===== src/rtl/uart_pkg.sv =====
// Shared types and constants for the parametrised UART core.
package uart_pkg;

    localparam int unsigned OVERSAMPLE = 16;
    localparam int unsigned START_HALF = 7;
    // Wide enough to count a two-stop-bit period (2*OVERSAMPLE ticks).
    localparam int unsigned TICK_W     = 5;

    typedef enum logic [2:0] {
        TX_IDLE,
        TX_START,
        TX_DATA,
        TX_PARITY,
        TX_STOP
    } tx_state_t;

    typedef enum logic [2:0] {
        RX_IDLE,
        RX_START,
        RX_DATA,
        RX_PARITY,
        RX_STOP
    } rx_state_t;

endpackage


===== src/rtl/uart_fifo.sv =====
// First-word-fall-through FIFO; write-when-full allowed only alongside a read.
module uart_fifo #(
    parameter int unsigned WIDTH = 8,
    parameter int unsigned DEPTH = 16
) (
    input  logic             clk,
    input  logic             reset,
    input  logic [WIDTH-1:0] wdata,
    input  logic             wr,
    input  logic             rd,
    output logic [WIDTH-1:0] rdata,
    output logic             full,
    output logic             empty
);

    localparam int unsigned AW = $clog2(DEPTH);

    logic [AW:0]      wr_ptr;
    logic [AW:0]      rd_ptr;
    logic [WIDTH-1:0] mem [DEPTH];
    logic             wr_ok;
    logic             rd_ok;

    // Pointers carry one extra wrap bit to tell full from empty.
    assign empty = (wr_ptr == rd_ptr);
    assign full  = (wr_ptr[AW] != rd_ptr[AW]) && (wr_ptr[AW-1:0] == rd_ptr[AW-1:0]);
    assign rd_ok = rd && !empty;
    assign wr_ok = wr && (!full || rd);
    assign rdata = mem[rd_ptr[AW-1:0]];

    always_ff @(posedge clk or posedge reset) begin
        if (reset) begin
            wr_ptr <= '0;
            rd_ptr <= '0;
            for (int i = 0; i < DEPTH; i++) begin
                mem[i] <= '0;
            end
        end else begin
            if (wr_ok) begin
                mem[wr_ptr[AW-1:0]] <= wdata;
                wr_ptr              <= wr_ptr + (AW+1)'(1);
            end
            if (rd_ok) begin
                rd_ptr <= rd_ptr + (AW+1)'(1);
            end
        end
    end

endmodule


===== src/rtl/uart_param.sv =====
// Full-duplex UART: baud tick generator, TX/RX FIFOs, TX/RX shift engines with
// runtime parity/stop selection, per-word error flags and sticky overrun.
module uart_param
    import uart_pkg::*;
#(
    parameter int unsigned DATA_BITS   = 8,
    parameter int unsigned FIFO_DEPTH  = 16,
    parameter int unsigned DIVSR_WIDTH = 11
) (
    input  logic                   clk,
    input  logic                   reset,
    input  logic [DIVSR_WIDTH-1:0] baud_final_value,
    input  logic                   parity_en,
    input  logic                   parity_odd,
    input  logic                   two_stop,
    input  logic [DATA_BITS-1:0]   tx_fifo_dataIn,
    input  logic                   tx_fifo_writeEn,
    output logic                   tx_fifo_Full,
    output logic                   tx_busy,
    output logic                   tx,
    input  logic                   rx,
    input  logic                   rx_fifo_readEn,
    output logic [DATA_BITS-1:0]   rx_fifo_dataOut,
    output logic                   rx_perr,
    output logic                   rx_ferr,
    output logic                   rx_fifo_Empty,
    output logic                   rx_overrun,
    input  logic                   rx_overrun_clr
);

    localparam int unsigned       BIT_W      = $clog2(DATA_BITS);
    localparam int unsigned       RXW        = DATA_BITS + 2;
    localparam logic [TICK_W-1:0] TICK_LAST  = TICK_W'(OVERSAMPLE - 1);
    localparam logic [TICK_W-1:0] TICK_LAST2 = TICK_W'(2 * OVERSAMPLE - 1);
    localparam logic [TICK_W-1:0] START_LAST = TICK_W'(START_HALF - 1);
    localparam logic [BIT_W-1:0]  BIT_LAST   = BIT_W'(DATA_BITS - 1);

    // ---------------- baud tick ----------------
    logic [DIVSR_WIDTH-1:0] baud_cnt;
    logic                   tick;

    // Compare with >= so lowering the divisor below the running count recovers at once.
    assign tick = (baud_cnt >= baud_final_value);

    always_ff @(posedge clk or posedge reset) begin
        if (reset) begin
            baud_cnt <= '0;
        end else begin
            baud_cnt <= tick ? '0 : baud_cnt + DIVSR_WIDTH'(1);
        end
    end

    // ---------------- TX path ----------------
    tx_state_t            tx_state, tx_state_n;
    logic [TICK_W-1:0]    tx_tick, tx_tick_n;
    logic [BIT_W-1:0]     tx_bit, tx_bit_n;
    logic [DATA_BITS-1:0] tx_shift, tx_shift_n;
    logic                 tx_par, tx_par_n;
    logic                 tx_pen, tx_pen_n;
    logic                 tx_two, tx_two_n;
    logic                 tx_n, tx_busy_n;
    logic                 tx_pop;
    logic [DATA_BITS-1:0] tx_head;
    logic                 tx_empty;

    uart_fifo #(
        .WIDTH (DATA_BITS),
        .DEPTH (FIFO_DEPTH)
    ) u_tx_fifo (
        .clk   (clk),
        .reset (reset),
        .wdata (tx_fifo_dataIn),
        .wr    (tx_fifo_writeEn),
        .rd    (tx_pop),
        .rdata (tx_head),
        .full  (tx_fifo_Full),
        .empty (tx_empty)
    );

    always_ff @(posedge clk or posedge reset) begin
        if (reset) begin
            tx_state <= TX_IDLE;
            tx_tick  <= '0;
            tx_bit   <= '0;
            tx_shift <= '0;
            tx_par   <= 1'b0;
            tx_pen   <= 1'b0;
            tx_two   <= 1'b0;
            tx       <= 1'b1;
            tx_busy  <= 1'b0;
        end else begin
            tx_state <= tx_state_n;
            tx_tick  <= tx_tick_n;
            tx_bit   <= tx_bit_n;
            tx_shift <= tx_shift_n;
            tx_par   <= tx_par_n;
            tx_pen   <= tx_pen_n;
            tx_two   <= tx_two_n;
            tx       <= tx_n;
            tx_busy  <= tx_busy_n;
        end
    end

    always_comb begin
        tx_state_n = tx_state;
        tx_tick_n  = tx_tick;
        tx_bit_n   = tx_bit;
        tx_shift_n = tx_shift;
        tx_par_n   = tx_par;
        tx_pen_n   = tx_pen;
        tx_two_n   = tx_two;
        tx_pop     = 1'b0;
        tx_n       = 1'b1;
        tx_busy_n  = 1'b0;

        case (tx_state)
            TX_IDLE: tx_pop = !tx_empty;
            TX_START: begin
                if (tick) begin
                    if (tx_tick == TICK_LAST) begin
                        tx_state_n = TX_DATA;
                        tx_tick_n  = '0;
                        tx_bit_n   = '0;
                    end else begin
                        tx_tick_n = tx_tick + TICK_W'(1);
                    end
                end
            end
            TX_DATA: begin
                if (tick) begin
                    if (tx_tick == TICK_LAST) begin
                        tx_tick_n  = '0;
                        tx_shift_n = tx_shift >> 1;
                        if (tx_bit == BIT_LAST) begin
                            tx_state_n = tx_pen ? TX_PARITY : TX_STOP;
                        end else begin
                            tx_bit_n = tx_bit + BIT_W'(1);
                        end
                    end else begin
                        tx_tick_n = tx_tick + TICK_W'(1);
                    end
                end
            end
            TX_PARITY: begin
                if (tick) begin
                    if (tx_tick == TICK_LAST) begin
                        tx_state_n = TX_STOP;
                        tx_tick_n  = '0;
                    end else begin
                        tx_tick_n = tx_tick + TICK_W'(1);
                    end
                end
            end
            TX_STOP: begin
                if (tick) begin
                    if (tx_tick == (tx_two ? TICK_LAST2 : TICK_LAST)) begin
                        tx_state_n = TX_IDLE;
                        tx_tick_n  = '0;
                        tx_pop     = !tx_empty;
                    end else begin
                        tx_tick_n = tx_tick + TICK_W'(1);
                    end
                end
            end
            default: tx_state_n = TX_IDLE;
        endcase

        // Frame start: capture word and line settings so mid-frame changes are ignored.
        if (tx_pop) begin
            tx_state_n = TX_START;
            tx_tick_n  = '0;
            tx_shift_n = tx_head;
            tx_par_n   = (^tx_head) ^ parity_odd;
            tx_pen_n   = parity_en;
            tx_two_n   = two_stop;
        end

        case (tx_state_n)
            TX_START:  tx_n = 1'b0;
            TX_DATA:   tx_n = tx_shift_n[0];
            TX_PARITY: tx_n = tx_par_n;
            default:   tx_n = 1'b1;
        endcase
        tx_busy_n = (tx_state_n != TX_IDLE);
    end

    // ---------------- RX path ----------------
    logic [1:0]           rx_sync;
    logic                 rx_s;
    rx_state_t            rx_state, rx_state_n;
    logic [TICK_W-1:0]    rx_tick, rx_tick_n;
    logic [BIT_W-1:0]     rx_bit, rx_bit_n;
    logic [DATA_BITS-1:0] rx_shift, rx_shift_n;
    logic                 rx_par_err, rx_par_err_n;
    logic                 rx_push;
    logic                 rx_full;
    logic [RXW-1:0]       rx_head;
    logic                 overrun_set;

    assign rx_s = rx_sync[1];

    always_ff @(posedge clk or posedge reset) begin
        if (reset) begin
            rx_sync    <= 2'b11;
            rx_state   <= RX_IDLE;
            rx_tick    <= '0;
            rx_bit     <= '0;
            rx_shift   <= '0;
            rx_par_err <= 1'b0;
        end else begin
            rx_sync    <= {rx_sync[0], rx};
            rx_state   <= rx_state_n;
            rx_tick    <= rx_tick_n;
            rx_bit     <= rx_bit_n;
            rx_shift   <= rx_shift_n;
            rx_par_err <= rx_par_err_n;
        end
    end

    always_comb begin
        rx_state_n   = rx_state;
        rx_tick_n    = rx_tick;
        rx_bit_n     = rx_bit;
        rx_shift_n   = rx_shift;
        rx_par_err_n = rx_par_err;
        rx_push      = 1'b0;

        case (rx_state)
            RX_IDLE: begin
                if (!rx_s) begin
                    rx_state_n = RX_START;
                    rx_tick_n  = '0;
                end
            end
            RX_START: begin
                // Re-check near mid start bit; a high line means it was a glitch.
                if (tick) begin
                    if (rx_tick == START_LAST) begin
                        rx_state_n = rx_s ? RX_IDLE : RX_DATA;
                        rx_tick_n  = '0;
                        rx_bit_n   = '0;
                    end else begin
                        rx_tick_n = rx_tick + TICK_W'(1);
                    end
                end
            end
            RX_DATA: begin
                if (tick) begin
                    if (rx_tick == TICK_LAST) begin
                        rx_tick_n  = '0;
                        rx_shift_n = {rx_s, rx_shift[DATA_BITS-1:1]};
                        if (rx_bit == BIT_LAST) begin
                            rx_state_n   = parity_en ? RX_PARITY : RX_STOP;
                            rx_par_err_n = 1'b0;
                        end else begin
                            rx_bit_n = rx_bit + BIT_W'(1);
                        end
                    end else begin
                        rx_tick_n = rx_tick + TICK_W'(1);
                    end
                end
            end
            RX_PARITY: begin
                if (tick) begin
                    if (rx_tick == TICK_LAST) begin
                        rx_state_n   = RX_STOP;
                        rx_tick_n    = '0;
                        rx_par_err_n = rx_s != ((^rx_shift) ^ parity_odd);
                    end else begin
                        rx_tick_n = rx_tick + TICK_W'(1);
                    end
                end
            end
            RX_STOP: begin
                if (tick) begin
                    if (rx_tick == TICK_LAST) begin
                        rx_state_n = RX_IDLE;
                        rx_tick_n  = '0;
                        rx_push    = 1'b1;
                    end else begin
                        rx_tick_n = rx_tick + TICK_W'(1);
                    end
                end
            end
            default: rx_state_n = RX_IDLE;
        endcase
    end

    uart_fifo #(
        .WIDTH (RXW),
        .DEPTH (FIFO_DEPTH)
    ) u_rx_fifo (
        .clk   (clk),
        .reset (reset),
        .wdata ({!rx_s, rx_par_err, rx_shift}),
        .wr    (rx_push),
        .rd    (rx_fifo_readEn),
        .rdata (rx_head),
        .full  (rx_full),
        .empty (rx_fifo_Empty)
    );

    assign rx_fifo_dataOut = rx_head[DATA_BITS-1:0];
    assign rx_perr         = rx_head[DATA_BITS];
    assign rx_ferr         = rx_head[DATA_BITS+1];

    // A word is lost only when the FIFO is full and not being drained this cycle.
    assign overrun_set = rx_push && rx_full && !rx_fifo_readEn;

    always_ff @(posedge clk or posedge reset) begin
        if (reset) begin
            rx_overrun <= 1'b0;
        end else if (overrun_set) begin
            rx_overrun <= 1'b1;
        end else if (rx_overrun_clr) begin
            rx_overrun <= 1'b0;
        end
    end

endmodule


===== config.mk =====
export PLATFORM = sky130hd
export DESIGN_NAME = uart_param
export DESIGN_NICKNAME = d
export VERILOG_FILES = /design/src/rtl/uart_pkg.sv /design/src/rtl/uart_fifo.sv /design/src/rtl/uart_param.sv
export SDC_FILE = /design/constraint.sdc
export NUM_CORES = 1
export LEC_CHECK = 0
export BUFFER_PORTS_ARGS = -buffer_cell sky130_fd_sc_hd__buf_2
export CAP_MARGIN = 25
export CORE_MARGIN = 2
export CORE_UTILIZATION = 55
export CTS_BUF_LIST = sky130_fd_sc_hd__clkbuf_8
export DETAILED_ROUTE_END_ITERATION = 10
export PLACE_DENSITY = 0.71
export SKIP_LAST_GASP = 1
export SLEW_MARGIN = 20
export SYNTH_ARGS = -nofsm -noshare
export SYNTH_HDL_FRONTEND = slang
export SYNTH_SLANG_ARGS = --single-unit

===== constraint.sdc =====
create_clock -name clk -period 13.4 [get_ports clk]
set_input_delay 1.34 -clock clk [delete_from_list [all_inputs] [get_ports clk]]
set_output_delay 1.34 -clock clk [all_outputs]
set_load 0.05 [all_outputs]

# Word-level counts from Yosys, hierarchy flattened
# Cells that the tools add are included.
[classes]
n_mux = 83
bitwise = 6
n_reduce_logical = 42
n_eq_ne = 43
n_lt_le_gt_ge = 7
addsub = 9
[ops]
columns = ["operator", "n"]
rows = [
  ["bitwise mux 160 bit", 1],
  ["bitwise mux 128 bit", 1],
  ["two-way mux 3 bit", 32],
  ["two-way mux 8 bit", 7],
  ["two-way mux 5 bit", 11],
  ["binary-select mux 10 bit (select 4 bit)", 1],
  ["demux 10 bit (select 4 bit)", 1],
  ["binary-select mux 8 bit (select 4 bit)", 1],
  ["demux 8 bit (select 4 bit)", 1],
  ["!= test 2 bit, second input constant", 16],
  ["adder 5 x 1 -> 5 bit, second input constant", 6],
  ["two-way mux 10 bit", 3],
  ["case mux 3 bit (5 select lines)", 2],
  ["greater-or-equal comparator 5 bit, second input constant", 4],
  ["inverter 4 -> 5 bit", 4],
  ["== test 3 x 2 -> 1 bit, second input constant", 6],
  ["AND reduction 6 bit", 3],
  ["parity 8 bit", 2],
  ["== test 5 bit", 3],
  ["case mux 5 bit (3 select lines)", 1],
  ["nonzero test 2 bit", 7],
  ["two-way mux 1 bit", 13],
  ["== test 3 bit, second input constant", 4],
  ["case mux 3 bit (2 select lines)", 2],
  ["27 further kinds", 58],
]
[word_totals]
input_bits = 28
out_inout_bits = 15
wordCells = 244
reg_bits = 366

# Depth between registers and ports, before layout
[logic_depth]
depth_word = 8
depth_mapped = 12
mapped_depth_nobuf = 12

# Cells and area by module
# A second synthesis with hierarchy kept.
[hier_totals]
cells_unflattened = 1304
area_unflattened_um2 = 17928.4
[by_module_without_submodules]
columns = ["module", "instances", "cells_per_inst", "seq_area_each_um2", "area_per_inst_um2"]
rows = [
  ["uart_fifo at u_rx_fifo", 1, 510, 4254.1, 7897.6],
  ["uart_fifo at u_tx_fifo", 1, 429, 3453.3, 6558.8],
  ["uart_param", 1, 365, 1455.1, 3472.1],
]

# Worst setup path before layout
# No wires, ideal clock.
[synth_path]
kind = "register to output"
start = "reg u_rx_fifo.rd_ptr[0]"
end = "out rx_fifo_dataOut[1]"
setup_slack_ns = 9.579
path_stages_with_launch = 6
n_path_buf = 3
arrival_ns = 2.481
path_cell_list = "dfrtp_1 > clkbuf_1 > buf_1 > clkbuf_1 > mux4_2 > mux4_2"
[synth_between]
elab_chain_len = 4
[synth_lines]
columns = ["element", "line", "source"]
rows = [
  ["from (decl)", "uart_fifo.sv:19", "logic [AW:0] rd_ptr;"],
  ["from (signal assigned)", "uart_fifo.sv:44", "rd_ptr <= rd_ptr + (AW+1)'(1);"],
  ["inverter 4 -> 5 bit (implied by the code)", "uart_fifo.sv:29", "assign rdata = mem[rd_ptr[AW-1:0]];"],
  ["binary-select mux 10 bit (select 4 bit)", "uart_fifo.sv:29", ""],
  ["two-way mux 10 bit (implied by the code) (2 in series)", "uart_fifo.sv:29", ""],
  ["to (decl)", "uart_param.sv:23", "output logic [DATA_BITS-1:0] rx_fifo_dataOut,"],
]
# Every way passes these cells. The select of a mux whose other input is x is not followed.

# Final worst setup path
[layout_path]
start = "reg u_rx_fifo.rd_ptr[0]"
end = "out rx_fifo_dataOut[6]"
# The elaborated chain is that of the path after synthesis.

==> impl_metrics.ini <==
[power]
switching_share_pct = 31.07
reg_power_share_pct = 44.8
clock_power_share_pct = 27.7
internal_power_uw = 2349
comb_power_share_pct = 27.5
leakage_uw = 0.009027
pwr_density_cell_nw_per_um2 = 177.3
worst_vdd_drop_v = 0.0001050
p_switching_uw = 1059

[route]
wl_per_cell_um = 20.73
ant_nets = 0
wl_um = 36050
dr.first_iter.drc_count = 649
vias_per_cell = 5.888
vias = 10240
drt-pass1-iter-count = 4
post-route-drc-count = 0

[setup_path]
timing.critical_path.to = rx_fifo_dataOut[6]
cp-end-kind = output pin
setup.worst_path.class = reg -> out
startpoint_type = flip-flop
worst-path-max-fanout = 44
cp_data_required_time_ns = 12.06
crit_start = u_rx_fifo.rd_ptr[0]
r2r.worst_path.cells = 10
r2r_slack_ns = 9.40
r2r-end = u_rx_fifo.mem[84]
worst_ep_arrival_time_ns = 3.00
timing.rr.start = baud_cnt[0]

[logic_synthesis]
synth-seq-area-share_pct = 52.11
synth-edff-count = 0
netlist_instances = 1260
yosys.cell_count.top_type = sky130_fd_sc_hd__dfrtp_1
yosys_register_bits = 366
syn_area_per_cell_um2 = 13.95
synthDistinctLibCells = 62
yosys-top-cells-count = sky130_fd_sc_hd__dfrtp_1 (363), sky130_fd_sc_hd__mux2_2 (280), sky130_fd_sc_hd__mux4_2 (66)
cell_types_occupying_the_most_area_after_synthesis = sky130_fd_sc_hd__dfrtp_1 (52%), sky130_fd_sc_hd__mux2_2 (18%), sky130_fd_sc_hd__mux4_2 (8.5%)
netlist.top_cell.by_area = sky130_fd_sc_hd__dfrtp_1
syn-cell-area_um2 = 17580
yosys_warnings = 0
ys.flop_type = sky130_fd_sc_hd__dfrtp_1
synth_top_area_share_pct = 51.67
synth_async_sr_flop_share_pct = 100.0
synthesis.nets = 1321

[global_route]
antenna_found_initial = 0
grt_start_max_net_pins = 148
grt_remaining_overflow = 0
vias_in_the_first_global_route = 10650
gr-usage-all-layers_pct = 22.67
grt_first_pass_wirelength_um = 59350

[placement]
dp.final_hpwl_um = 22490
place_ws_ns = 8.564
place.gp.congestion = 0.7477
numPortBuffers = 42
detailed_place.area_um2 = 18020

[die]
chipWidth_um = 182.8
fp.coreArea_um2 = 31560
floorplan.initialDensity_pct = 55.72
dieArea_um2 = 33410
placement_rows = 65
fp.dieH_um = 182.8
pin_count = 43

[timing]
rsz0062_at_grt = no
layout_min_cycle_time_ns = 4.339
worst_slew_margin_rel_pct = 35.55
clock_skew_ns = 0.02987
tns_ns = 0
timing_worst_slew_pin_value_ns = 0.9667
post-route-period-util_pct = 32.38
maxSlewViolCount = 0
upper_clock_frequency_limit_ghz = 0.2305
setup_ws_ns = 9.061
report.final.setup_viol = 0
final_hold_viol_count = 0

[cells_and_area]
area_delta_synth_final_pct = 9.301
layout.cell_area.non_filler_um2 = 19220
drive_gt1_share_pct = 38.29
antennaDiodeCount = 0
layout.core_utilization_pct = 60.90
layout.nets = 1351

[clocking]
tritoncts = done
worstSkewPairLatency_ns = 0.62
cts-htree-levels = 2
post_cts.repair.setup_buffers = 0
clock-root-buffer = sky130_fd_sc_hd__clkbuf_8
cts_made_buffers = 59
worst_setup_hold_path_clk_slew_ns = 0.05
clock_buffer_depth = 3
cts-resized-gates = 0
cts_num_sinks = 366
holdBufCountCts = 0

[run_status]
result_of_the_run = finished clean

[run]
cap_violations = 0

[worst_hold_path]
hp-class = reg -> reg
[sequential cells by signal, indices dropped and copies added, names as in the netlist, 5 cells and up]
register,cells
tx_shift,8
u_rx_fifo.rd_ptr,5
baud_cnt,11
rx_shift,8
u_tx_fifo.rd_ptr,5
tx_tick,5
u_tx_fifo.mem,128
u_rx_fifo.mem,160
rx_tick,5
u_rx_fifo.wr_ptr,5
u_tx_fifo.wr_ptr,5
[worst max-delay path: stages, from the launching register on]
cell,delay (ns)
sky130_fd_sc_hd__dfrtp_2,0.33
sky130_fd_sc_hd__buf_4,0.64
sky130_fd_sc_hd__mux4_2,0.63
sky130_fd_sc_hd__mux4_2,0.52
sky130_fd_sc_hd__buf_2,0.24
[how the worst min path moves through the flow]
stage	cells after the start	start	endpoint	slack, ns
2_1_floorplan	0	rx_sync[0]	rx_sync[1]	0.35
3_3_place_gp	0	rx_sync[0]	rx_sync[1]	0.35
3_5_place_dp	0	rx_sync[0]	rx_sync[1]	0.35
4_1_cts	0	rx_sync[0]	rx_sync[1]	0.36
5_1_grt	0	rx_sync[0]	rx_sync[1]	0.37
6_report	0	rx_sync[0]	rx_sync[1]	0.36
[routing by layer]
layer / track usage (%) / wire length (µm) / up-vias
met5: 0 / 0 / -
met4: 5.440 / 587 / 0
met3: 3.713 / 1637 / 51
met2: 35.04 / 16740 / 190
met1: 34.07 / 17080 / 5363
li1: - / - / 4635
[placed cells by master (no fill, tap or decap), types with 4 or more instances in the layout]
master	instances
sky130_fd_sc_hd__buf_2	42
sky130_fd_sc_hd__ha_1	33
sky130_fd_sc_hd__xor2_1	15
sky130_fd_sc_hd__a21o_1	10
sky130_fd_sc_hd__a22oi_1	8
sky130_fd_sc_hd__o21ai_0	24
sky130_fd_sc_hd__nor3_1	5
sky130_fd_sc_hd__mux4_2	66
sky130_fd_sc_hd__nand2b_1	10
sky130_fd_sc_hd__mux2_2	280
sky130_fd_sc_hd__nand3_2	8
sky130_fd_sc_hd__a21oi_1	11
sky130_fd_sc_hd__or2_2	5
sky130_fd_sc_hd__nand2_1	53
sky130_fd_sc_hd__mux2_1	5
sky130_fd_sc_hd__dfrtp_1	360
sky130_fd_sc_hd__o22ai_1	8
sky130_fd_sc_hd__and3_1	19
sky130_fd_sc_hd__o21a_1	6
sky130_fd_sc_hd__nand3_1	17
sky130_fd_sc_hd__nand4_1	8
sky130_fd_sc_hd__buf_4	9
sky130_fd_sc_hd__nor2_2	6
sky130_fd_sc_hd__inv_1	74
sky130_fd_sc_hd__xnor2_1	39
sky130_fd_sc_hd__and2_1	7
sky130_fd_sc_hd__nor2_1	36
sky130_fd_sc_hd__mux4_1	14
sky130_fd_sc_hd__nor2b_1	4
sky130_fd_sc_hd__mux2i_1	25
sky130_fd_sc_hd__clkbuf_8	76
[power groups by stage]
stage	Combinational [µW]	Clock (µW)	Sequential [µW]
finish	936	945	1530
global route	1030	1020	1560
CTS	948	970	1530
detailed placement	945	0	1540
global placement	919	0	1530
floorplan	804	0	1470
[kinds of logic (layout without fill, tap and decap cells)]
family                   after synthesis  count (layout)  synth area share (%)
AO/OA/AOI/OAI                         93              93                 3.601
multiplexers                         390             390                 30.22
buffers and inverters                130             207                 3.110
adder cells (fa/ha/maj)               33              33                 2.348
XOR/XNOR                              54              54                 2.690
flip-flops                           366             366                 52.11
AND/OR/NAND/NOR                      194             194                 5.914
[layout make-up]
type	instances	area, µm²
fillers	2450	12340
repair buffers	52	297.8
inverters	47	188.9
multi-input cells	764	7873
clock buffers	76	1046
well taps	402	503.0
clock inverters	32	142.6
flip-flops and latches	366	9166
[through the flow]
| step | std cells | total power [µW] | hold slack (ns) |
|---|---|---|---|
| 2_1_floorplan | 1260 | 2279 | 0.3452 |
| 3_3_place_gp | 1630 | 2453 | 0.3524 |
| 3_5_place_dp | 1631 | 2488 | 0.3522 |
| 4_1_cts | 1739 | 3444 | 0.3631 |
| 5_1_grt | 1739 | 3613 | 0.3658 |
| 6_report | 1739 | 3407 | 0.3602 |
Note: power is estimated with default switching activity, not from simulation.
